$ cat src/rtl/vga_if.sv
// rtl/vga_if.sv - VGA pixel stream bundle passed from the timing source through drawing stages
interface vga_if;
  logic [10:0] hcount;
  logic [10:0] vcount;
  logic        hsync;
  logic        vsync;
  logic        hblnk;
  logic        vblnk;
  logic [11:0] rgb;

  modport vga_out (
    output hcount,
    output vcount,
    output hsync,
    output vsync,
    output hblnk,
    output vblnk,
    output rgb
  );

  modport vga_in (
    input hcount,
    input vcount,
    input hsync,
    input vsync,
    input hblnk,
    input vblnk,
    input rgb
  );
endinterface

$ cat src/rtl/vga_timing.sv
// rtl/vga_timing.sv - 800x600@60 VGA counter/sync/blank generator with frame-start strobe
// Flags are decoded from the next counter values so counts and flags leave the same register stage.
module vga_timing #(
  parameter int H_ACTIVE = 800,
  parameter int H_FP     = 40,
  parameter int H_SYNC   = 128,
  parameter int H_BP     = 88,
  parameter int V_ACTIVE = 600,
  parameter int V_FP     = 1,
  parameter int V_SYNC   = 4,
  parameter int V_BP     = 23
) (
  input  logic     clk,
  input  logic     rst,
  vga_if.vga_out   vga_out,
  output logic     frame_start
);

  localparam int H_TOTAL = H_ACTIVE + H_FP + H_SYNC + H_BP;
  localparam int V_TOTAL = V_ACTIVE + V_FP + V_SYNC + V_BP;

  localparam logic [10:0] H_LAST     = 11'(H_TOTAL - 1);
  localparam logic [10:0] H_BLANK    = 11'(H_ACTIVE);
  localparam logic [10:0] H_SYNC_ON  = 11'(H_ACTIVE + H_FP);
  localparam logic [10:0] H_SYNC_OFF = 11'(H_ACTIVE + H_FP + H_SYNC);

  localparam logic [10:0] V_LAST     = 11'(V_TOTAL - 1);
  localparam logic [10:0] V_BLANK    = 11'(V_ACTIVE);
  localparam logic [10:0] V_SYNC_ON  = 11'(V_ACTIVE + V_FP);
  localparam logic [10:0] V_SYNC_OFF = 11'(V_ACTIVE + V_FP + V_SYNC);

  logic [10:0] hcount;
  logic [10:0] vcount;
  logic [10:0] hcount_nxt;
  logic [10:0] vcount_nxt;
  logic        hsync;
  logic        vsync;
  logic        hblnk;
  logic        vblnk;
  logic        h_wrap;
  logic        v_wrap;

  // Wrap by explicit compare so non-power-of-two totals never rely on overflow.
  always_comb begin
    h_wrap     = (hcount == H_LAST);
    v_wrap     = (vcount == V_LAST);
    hcount_nxt = h_wrap ? 11'd0 : hcount + 11'd1;
    vcount_nxt = vcount;
    if (h_wrap) begin
      vcount_nxt = v_wrap ? 11'd0 : vcount + 11'd1;
    end
  end

  always_ff @(posedge clk or posedge rst) begin
    if (rst) begin
      hcount      <= 11'd0;
      vcount      <= 11'd0;
      hsync       <= 1'b0;
      vsync       <= 1'b0;
      hblnk       <= 1'b0;
      vblnk       <= 1'b0;
      frame_start <= 1'b0;
    end else begin
      hcount      <= hcount_nxt;
      vcount      <= vcount_nxt;
      hblnk       <= (hcount_nxt >= H_BLANK);
      hsync       <= (hcount_nxt >= H_SYNC_ON) && (hcount_nxt < H_SYNC_OFF);
      vblnk       <= (vcount_nxt >= V_BLANK);
      vsync       <= (vcount_nxt >= V_SYNC_ON) && (vcount_nxt < V_SYNC_OFF);
      // Only a genuine (last,last) wrap strobes; the (0,0) held out of reset does not.
      frame_start <= h_wrap && v_wrap;
    end
  end

  assign vga_out.hcount = hcount;
  assign vga_out.vcount = vcount;
  assign vga_out.hsync  = hsync;
  assign vga_out.vsync  = vsync;
  assign vga_out.hblnk  = hblnk;
  assign vga_out.vblnk  = vblnk;
  assign vga_out.rgb    = 12'h000;

endmodule

$ cat src/flat_wrapper.sv
// flat-port wrapper written by rule: the top's interface ports become plain ports
module vga_timing_flat 
#(
  parameter int H_ACTIVE = 800,
  parameter int H_FP     = 40,
  parameter int H_SYNC   = 128,
  parameter int H_BP     = 88,
  parameter int V_ACTIVE = 600,
  parameter int V_FP     = 1,
  parameter int V_SYNC   = 4,
  parameter int V_BP     = 23
)
  (clk, rst, frame_start, vga_out_hcount, vga_out_vcount, vga_out_hsync, vga_out_vsync, vga_out_hblnk, vga_out_vblnk, vga_out_rgb);
  vga_if vga_out_i ();
  input  logic clk;
  input  logic rst;
  output logic frame_start;
  output wire logic [$bits(vga_out_i.hcount)-1:0] vga_out_hcount;
  output wire logic [$bits(vga_out_i.vcount)-1:0] vga_out_vcount;
  output wire logic [$bits(vga_out_i.hsync)-1:0] vga_out_hsync;
  output wire logic [$bits(vga_out_i.vsync)-1:0] vga_out_vsync;
  output wire logic [$bits(vga_out_i.hblnk)-1:0] vga_out_hblnk;
  output wire logic [$bits(vga_out_i.vblnk)-1:0] vga_out_vblnk;
  output wire logic [$bits(vga_out_i.rgb)-1:0] vga_out_rgb;
  assign vga_out_hcount = vga_out_i.hcount;
  assign vga_out_vcount = vga_out_i.vcount;
  assign vga_out_hsync = vga_out_i.hsync;
  assign vga_out_vsync = vga_out_i.vsync;
  assign vga_out_hblnk = vga_out_i.hblnk;
  assign vga_out_vblnk = vga_out_i.vblnk;
  assign vga_out_rgb = vga_out_i.rgb;
  vga_timing #(.H_ACTIVE(H_ACTIVE), .H_FP(H_FP), .H_SYNC(H_SYNC), .H_BP(H_BP), .V_ACTIVE(V_ACTIVE), .V_FP(V_FP), .V_SYNC(V_SYNC), .V_BP(V_BP)) u_core (.clk(clk), .rst(rst), .vga_out(vga_out_i), .frame_start(frame_start));
endmodule
$ cat config.mk
export PLATFORM = sky130hd
export DESIGN_NAME = vga_timing_flat
export DESIGN_NICKNAME = d
export VERILOG_FILES = /design/src/rtl/vga_if.sv /design/src/rtl/vga_timing.sv /design/src/flat_wrapper.sv
export SDC_FILE = /design/constraint.sdc
export NUM_CORES = 1
export LEC_CHECK = 0
export CAP_MARGIN = 30
export CORE_MARGIN = 1.5
export CORE_UTILIZATION = 40
export CTS_CLUSTER_SIZE = 40
export DETAILED_ROUTE_END_ITERATION = 6
export GPL_TIMING_DRIVEN = 0
export HOLD_SLACK_MARGIN = 0.02
export PLACE_DENSITY = 0.68
export SLEW_MARGIN = 40
export SYNTH_ARGS = -nofsm -noshare
export SYNTH_HDL_FRONTEND = slang
export SYNTH_SLANG_ARGS = --single-unit
$ cat constraint.sdc
create_clock -name clk -period 2.3 [get_ports clk]
set_input_delay 0.46 -clock clk [delete_from_list [all_inputs] [get_ports clk]]
set_output_delay 0.46 -clock clk [all_outputs]
set_load 0.01 [all_outputs]
* Yosys cells after proc, flatten, opt, wreduce, memory -nomap -nowiden
Index checks and enable logic that the tools add are counted.
Word-level totals: flip-flop bits (word level) 27, logic and storage cells 23
Cells by class: magnitude comparators 6, multiplexer cells 3, eq/ne operators 2, add/sub/neg operators 2, reduce and logical (&&, ||, !) cells 3
Operators by type and width (count):
- >= comparator 11 x 10 -> 1 bit, second input constant | 4
- 2-to-1 mux 11 bit | 3
- adder 11 x 1 -> 11 bit, second input constant | 2
- < comparator 11 x 10 -> 1 bit, second input constant | 2
- equality test 11 x 10 -> 1 bit, second input constant | 1
- equality test 11 bit, second input constant | 1
- logical AND 1 bit | 3

* Logic depth before layout (Yosys ltp)
Gate-level depths: netlist of run 1.
depth after elaboration 5, depth in mapped cells 9, gate-level depth less buffers 7

* Least setup slack after synthesis of run 1
OpenSTA, ideal clock, no wires.
path type reg2reg, from register u_core.hcount[0] (netlist: u_core.vga_out.hcount[0]), to register u_core.vsync (netlist: u_core.vga_out.vsync), buffers on the path 2, data arrival time 2.000 ns, cell stages (with the launch flop) 10, clock period less this slack 2.095 ns, slack 0.205 ns, data required time 2.205 ns, cell sequence dfrtp_1 ha_1 and4_1 clkbuf_2 and3_2 buf_6 and3_1 a31oi_1 nand3b_1 nor4b_2
Between the ends: cells in the longest elaborated chain, start to end 4, elaborated cells on any way between the ends 5, those cells by class order compare (2); eq/ne (1); mux (1); reduce/logical (1)
Ends and longest elaborated chain:
- from (decl) | RTL line vga_timing.sv:32 | logic [10:0] hcount;
- from (signal assigned) | RTL line vga_timing.sv:64 | hcount <= hcount_nxt;
- equality test 11 bit (*) | RTL line vga_timing.sv:45 | h_wrap = (hcount == H_LAST);
- 2-to-1 mux 11 bit (*) | RTL line vga_timing.sv:49 | if (h_wrap) begin
- >= comparator 11 x 10 -> 1 bit or < comparator 11 x 10 -> 1 bit (tied branches) | RTL line vga_timing.sv:69 | vsync <= (vcount_nxt >= V_SYNC_ON) && (vcount_nxt < V_SYNC_OFF);
- logical AND 1 bit (*) | RTL line vga_timing.sv:69
- to (signal assigned) | RTL line vga_timing.sv:69
- to (decl) | RTL line vga_timing.sv:37 | logic vsync;
Mark *: on every way between the ends. The rest lies on a longest branch, timed or not.

* Worst setup path after layout of run 1
from register u_core.hcount[1] (netlist: u_core.vga_out.hcount[1]), to register u_core.vsync (netlist: u_core.vga_out.vsync)
The elaborated chain is that of the path after synthesis.

==> results_dict.tcl, run 1 <==
set metrics [dict create \
    start_util_pct 41.9 \
    ir_worst_vdd_mv 0.183 \
    first_pass_iters 4 \
    grt_start_max_net_pins 28 \
    fin_ws_ps 144 \
    num_vias 1218 \
    gp_congestion 0.790 \
    antenna_found_initial 0 \
    clk_pin_slew_ps 90 \
    cts_hold_buf 0 \
    cts_sinks 27 \
    outcome "finished, final reports clean" \
    synth-seq-cells 27 \
    cp-end-kind "register" \
    avgRoutedWirePerCell_um 12.3 \
    setup_viol 0 \
    critPathRequiredTime_ps 2480 \
    wl_um 3040 \
    dp_hpwl_um 2260 \
    drive_above_1_share_pct 19.1 \
    area_delta_synth_final_pct 30.3 \
    finalClockSkew_ps 1.09 \
    finalHoldViolCount 0 \
    grt_pass1_wl_um 5090 \
    drt_iter0_markers 30 \
    synth_area_mm2 0.00153 \
    overflow 0 \
    cts_tree "yes" \
    synth_edf_count 0 \
    fin_crit_sh_pct 93.7 \
    tightest_slew_ps 544 \
    fp.dieW_um 64.9 \
    leakagePower_nw 0.934 \
    cts_root_buffer "clkbuf_8" \
    fin_crit_ps 2160 \
    hold_ws_ps 533 \
    timing_max_transition_violations_final 0 \
    relSlewSlack_pct 63.7 \
    min-delay-path-class "reg2reg" \
    dp_slack_ps -57.6 \
    routed_via_density 4.93 \
    cts_buffers 3 \
    yosys_most_used_dff "dfrtp_1" \
    cp-start-kind "register" \
    netlist_instances 156 \
    async_reset_ff_share_pct 100 \
    first_global_vias 1166 \
    h-tree-depth 1 \
    arrival_ps 2340 \
    yosys_warnings 0 \
    ys_seq_area_share_pct 44.0 \
    max-cap-violations 0 \
    critical_path.max_fanout 9 \
    fin_nets 204 \
    drc_errors 0 \
    critPathKind "reg2reg" \
    clk_latency_ps 270 \
    num_antenna_cells 0 \
    coreArea_mm2 0.00366 \
    ioPinCount 41 \
    fin_util_pct 54.6 \
    p_per_area_mw_per_mm2 388 \
    track_usage_pct 15.6 \
    row_count 22 \
    postSynthAreaPerCell_um2 9.83 \
    ctsLongestPathBuffers 2 \
    antenna_left 0 \
    die_h_um 64.9 \
    timing.fmax_mhz 464 \
    fp.dieArea_mm2 0.00422 \
    ys_types 40 \
    port_buffers 28 \
]
## area by class of cell
type | instances | area, um2
inverters | 7 | 26.3
well taps | 48 | 60.1
multi-input cells | 115 | 771
flip-flops and latches | 27 | 678
clock buffers | 4 | 45.0
repair buffers | 29 | 288
fillers | 339 | 1660
plain buffers | 17 | 130
## Yosys cell counts, types with 2 or more instances
cell type / count / area share (%)
a211oi_1: 2 / 0.98
dfrtp_1: 27 / 44
nor4_1: 3 / 1.2
xor2_1: 13 / 7.4
clkbuf_2: 2 / 0.65
buf_6: 2 / 1.5
nand4_1: 5 / 2.0
buf_4: 12 / 5.9
a21oi_1: 3 / 0.98
and3_1: 6 / 2.4
nor2_1: 13 / 3.2
nand2_1: 11 / 2.7
nand3b_1: 2 / 0.98
xnor2_1: 7 / 4.0
nand3_1: 7 / 2.3
nor2b_1: 2 / 0.82
o21ai_0: 6 / 2.0
and4_1: 3 / 1.7
inv_1: 7 / 1.7
and4_2: 2 / 1.3
ha_1: 2 / 1.6
## metrics by stage
stage / power (mW) / instances / instance area [um2] / setup TNS [ps]
floorplan: 0.514 / 167 / 1580 / 0
global placement: 0.518 / 243 / 1920 / -43.2
detailed placement: 0.519 / 243 / 1920 / -102
CTS: 0.788 / 247 / 1970 / 0
global route: 0.812 / 247 / 2000 / -0.687
finish: 0.775 / 247 / 2000 / 0
## report_power, final
| group | internal (mW) | switching (mW) |
|---|---|---|
| clock network | 0.124 | 0.142 |
| logic | 0.0147 | 0.0203 |
| registers | 0.474 | 0 |
## what timing repair did
item,CTS,global route
gates cloned,0,0
buffers inserted,0,1
pin swaps,0,1
gates resized for setup,2,8
endpoints found under the setup margin,2,2
## sequential cells by signal, summed over array words and instances (netlist names)
register and count:
u_core.vga_out.hblnk 1, u_core.vga_out.vblnk 1, u_core.frame_start 1, u_core.vga_out.hcount 11, u_core.vga_out.vsync 1, u_core.vga_out.vcount 11
u_core.vga_out.hsync 1
## path summary, 6_finish.rpt
kind / slack [ps] / end / cells past startpoint / from
worst max register to register: 140 / u_core.vga_out.vsync / 9 / u_core.vga_out.hcount[1]
worst min-delay path: 530 / u_core.vga_out.hcount[0] / 1 / u_core.vga_out.hcount[0]
max in group asynchronous: 1350 / u_core.vga_out.hcount[0] / 2 / rst
worst max-delay path: 140 / u_core.vga_out.vsync / 9 / u_core.vga_out.hcount[1]
worst min register to register: 530 / u_core.vga_out.hcount[0] / 1 / u_core.vga_out.hcount[0]
min in group asynchronous: 560 / u_core.vga_out.vcount[5] / 2 / rst
## kinds of logic (layout without fill, tap and decap cells)
| kind of cell | Yosys count | count (layout) | share of synthesized area [%] |
|---|---|---|---|
| AO/OA/AOI/OAI | 18 | 18 | 7.59 |
| adder cells (fa/ha/maj) | 2 | 2 | 1.63 |
| flip-flops | 27 | 27 | 44.0 |
| buffers and inverters | 25 | 57 | 10.3 |
| multiplexers | 1 | 1 | 0.653 |
| XOR/XNOR | 20 | 20 | 11.4 |
| AND/OR/NAND/NOR | 62 | 62 | 24.1 |
| other | 1 | 12 | 0.244 |
## cell usage in the layout (no fill, tap or decap), types with 2 or more instances in the layout
| cell | netlist | final |
|---|---|---|
| and3_1 | 6 | 6 |
| nand4_1 | 5 | 5 |
| xnor2_1 | 7 | 7 |
| buf_4 | 12 | 13 |
| a211oi_1 | 2 | 2 |
| clkbuf_8 | 0 | 3 |
| buf_6 | 2 | 2 |
| dfrtp_1 | 27 | 25 |
| inv_1 | 7 | 6 |
| nor2_1 | 13 | 12 |
| nor2b_1 | 2 | 2 |
| nand3_1 | 7 | 7 |
| dfrtp_2 | 0 | 2 |
| xor2_1 | 13 | 13 |
| and4_1 | 3 | 3 |
| nand3b_1 | 2 | 2 |
| o21ai_0 | 6 | 6 |
| nor4_1 | 3 | 2 |
| a21oi_1 | 3 | 3 |
| and4_2 | 2 | 2 |
| conb_1 | 1 | 12 |
| clkdlybuf4s50_1 | 0 | 28 |
| nand2_1 | 11 | 11 |
## worst max-delay path: stages, from the launching register on
cell and delay (ps):
dfrtp_1 440, ha_4 190, and4_1 180, clkbuf_4 180, and3_2 190, buf_6 130
and3_1 200, a31oi_1 130, nand3b_1 210, nor4b_2 220
## layer usage
metal	share of wire, %	global-route usage [%]
met4	1.8	7.18
met1	45	20.5
met5	0	0
met2	48	25.1
met3	4.3	2.26
No activity file was read; power rests on OpenSTA's default activity.
==> inputs of run 2 (changes only) <==
- CORE_UTILIZATION: 40 -> 48
- PLACE_DENSITY: 0.68 -> 0.79
==> results_dict.tcl, run 2 (synthesis gave the netlist of run 1 again) <==
set metrics [dict create \
    routed_via_density 5.15 \
    leakagePower_nw 0.941 \
    avgRoutedWirePerCell_um 13.0 \
    fin_crit_ps 2180 \
    seq_power_share_pct 66.2 \
    final_cell_mix "clkdlybuf4s50_1 (28), dfrtp_1 (24), buf_4 (16)" \
    min-delay-path-class "in2async" \
    hold_ws_ps 482 \
    cp-start-kind "register" \
    cts_hold_buf 0 \
    num_antenna_cells 0 \
    die_h_um 59.5 \
    final_common_cell "clkdlybuf4s50_1" \
    finalHoldViolCount 0 \
    dp_hpwl_um 2270 \
    cts_sinks 27 \
    drt_iter0_markers 34 \
    slowest_stage "dfrtp_1" \
    timing_max_transition_violations_final 0 \
    critPathKind "reg2reg" \
    drive_above_1_share_pct 20.2 \
    setup_tns_ps 0 \
    ir_worst_vdd_mv 0.182 \
    coreArea_mm2 0.00305 \
    setup_viol 0 \
    drc_errors 0 \
    antenna_left 0 \
    fin_ws_ps 119 \
    fp.dieArea_mm2 0.00354 \
    design_area_mm2 0.00200 \
    overflow 0 \
    switchingPower_uw 160 \
    crit_chain "buf_6, nor4b_4, buf_4, nand4_2, or3_1, a21oi_2, nand3b_1, nor4b_2" \
    finalClockSkew_ps 5.39 \
    fin_crit_sh_pct 94.8 \
    totalPowerFinal_uw 717 \
    row_count 20 \
    h-tree-depth 1 \
    cts_root_buffer "clkbuf_4" \
    switching_share_pct 22.3 \
    timing.fmax_mhz 459 \
    fp.dieW_um 59.5 \
    ioPinCount 41 \
    cp-end-kind "register" \
    grt_pass1_wl_um 5200 \
    grt_start_max_net_pins 28 \
    critPathRequiredTime_ps 2550 \
    antenna_found_initial 0 \
    dp_slack_ps -72.0 \
    area_delta_synth_final_pct 30.3 \
    wl_um 3210 \
    first_pass_iters 6 \
    start_util_pct 50.2 \
    reg2regPathDepth 8 \
    power.clock.fraction_pct 28.9 \
    p_comb_share_pct 4.9 \
    relSlewSlack_pct 63.1 \
    clk_pin_slew_ps 140 \
    track_usage_pct 19.5 \
    first_global_vias 1139 \
    outcome "finished, final reports clean" \
    max-cap-violations 0 \
    port_buffers 28 \
    regToRegStartpoint "u_core.vga_out.hcount[5]" \
    critical_path.max_fanout 9 \
    tightest_slew_ps 553 \
    crit_buf_inv 2 \
    slowest_delay_ps 410 \
    ctsLongestPathBuffers 2 \
    place_area_mm2 0.00191 \
    cp_top_family "simple AND/OR/NAND/NOR gates" \
    p_per_area_mw_per_mm2 359 \
    arrival_ps 2430 \
    reg_top3 "u_core.vga_out.hcount x11, u_core.vga_out.vcount x11" \
    fin_nets 208 \
    rrSetupSlack_ps 120 \
    gp_congestion 0.832 \
    num_vias 1273 \
    p_int_uw 558 \
    cts_buffers 3 \
    clk_latency_ps 330 \
    r2r_end "u_core.vga_out.vsync" \
    cts_tree "yes" \
]
run 2: repair_timing:
item | in CTS | in global routing
buffers inserted | 1 | 3
setup endpoints to repair | 2 | 3
pin swaps | 0 | 1
endpoints found under the hold margin | 0 | 0
gates resized for setup | 3 | 7
run 2: stage by stage:
step,instances,utilization [%]
floorplan,167,-
global placement,239,62.6
detailed placement,239,62.6
CTS,244,64.0
global route,247,65.5
finish,247,65.5
run 2: layout make-up:
type | count | area, um2
Sequential cell | 27 | 679
Fill cell | 264 | 1050
Buffer | 18 | 134
Clock buffer | 4 | 26.3
Tap cell | 44 | 55.1
Inverter | 7 | 26.3
Multi-Input combinational cell | 115 | 768
Timing Repair Buffer | 32 | 310
run 2: metal layers:
metal  share of wire [%]  GRT usage (%)
met1                  44           26.3
met3                 3.3           2.62
met2                  49           31.2
met5                   0              0
met4                 3.0           8.89
run 2: how the worst max path moves through the flow:
| stage | startpoint | endpoint | depth (start not counted) |
|---|---|---|---|
| floorplan | u_core.vga_out.hcount[0] | u_core.vga_out.vsync | 9 |
| global placement | u_core.vga_out.hcount[0] | u_core.vga_out.vsync | 8 |
| detailed placement | u_core.vga_out.hcount[0] | u_core.vga_out.vblnk | 8 |
| CTS | u_core.vga_out.hcount[1] | u_core.vga_out.vsync | 8 |
| global route | u_core.vga_out.hcount[0] | u_core.vga_out.vsync | 9 |
| finish | u_core.vga_out.hcount[5] | u_core.vga_out.vsync | 8 |
run 2: power by group through the flow:
stage	clock, mW	sequential [mW]	combinational, mW
after floorplan	0	0.484	0.0307
after global placement	0	0.484	0.0342
after detailed placement	0	0.484	0.0352
after CTS	0.217	0.475	0.0353
after global routing	0.242	0.475	0.0408
final	0.207	0.475	0.0353
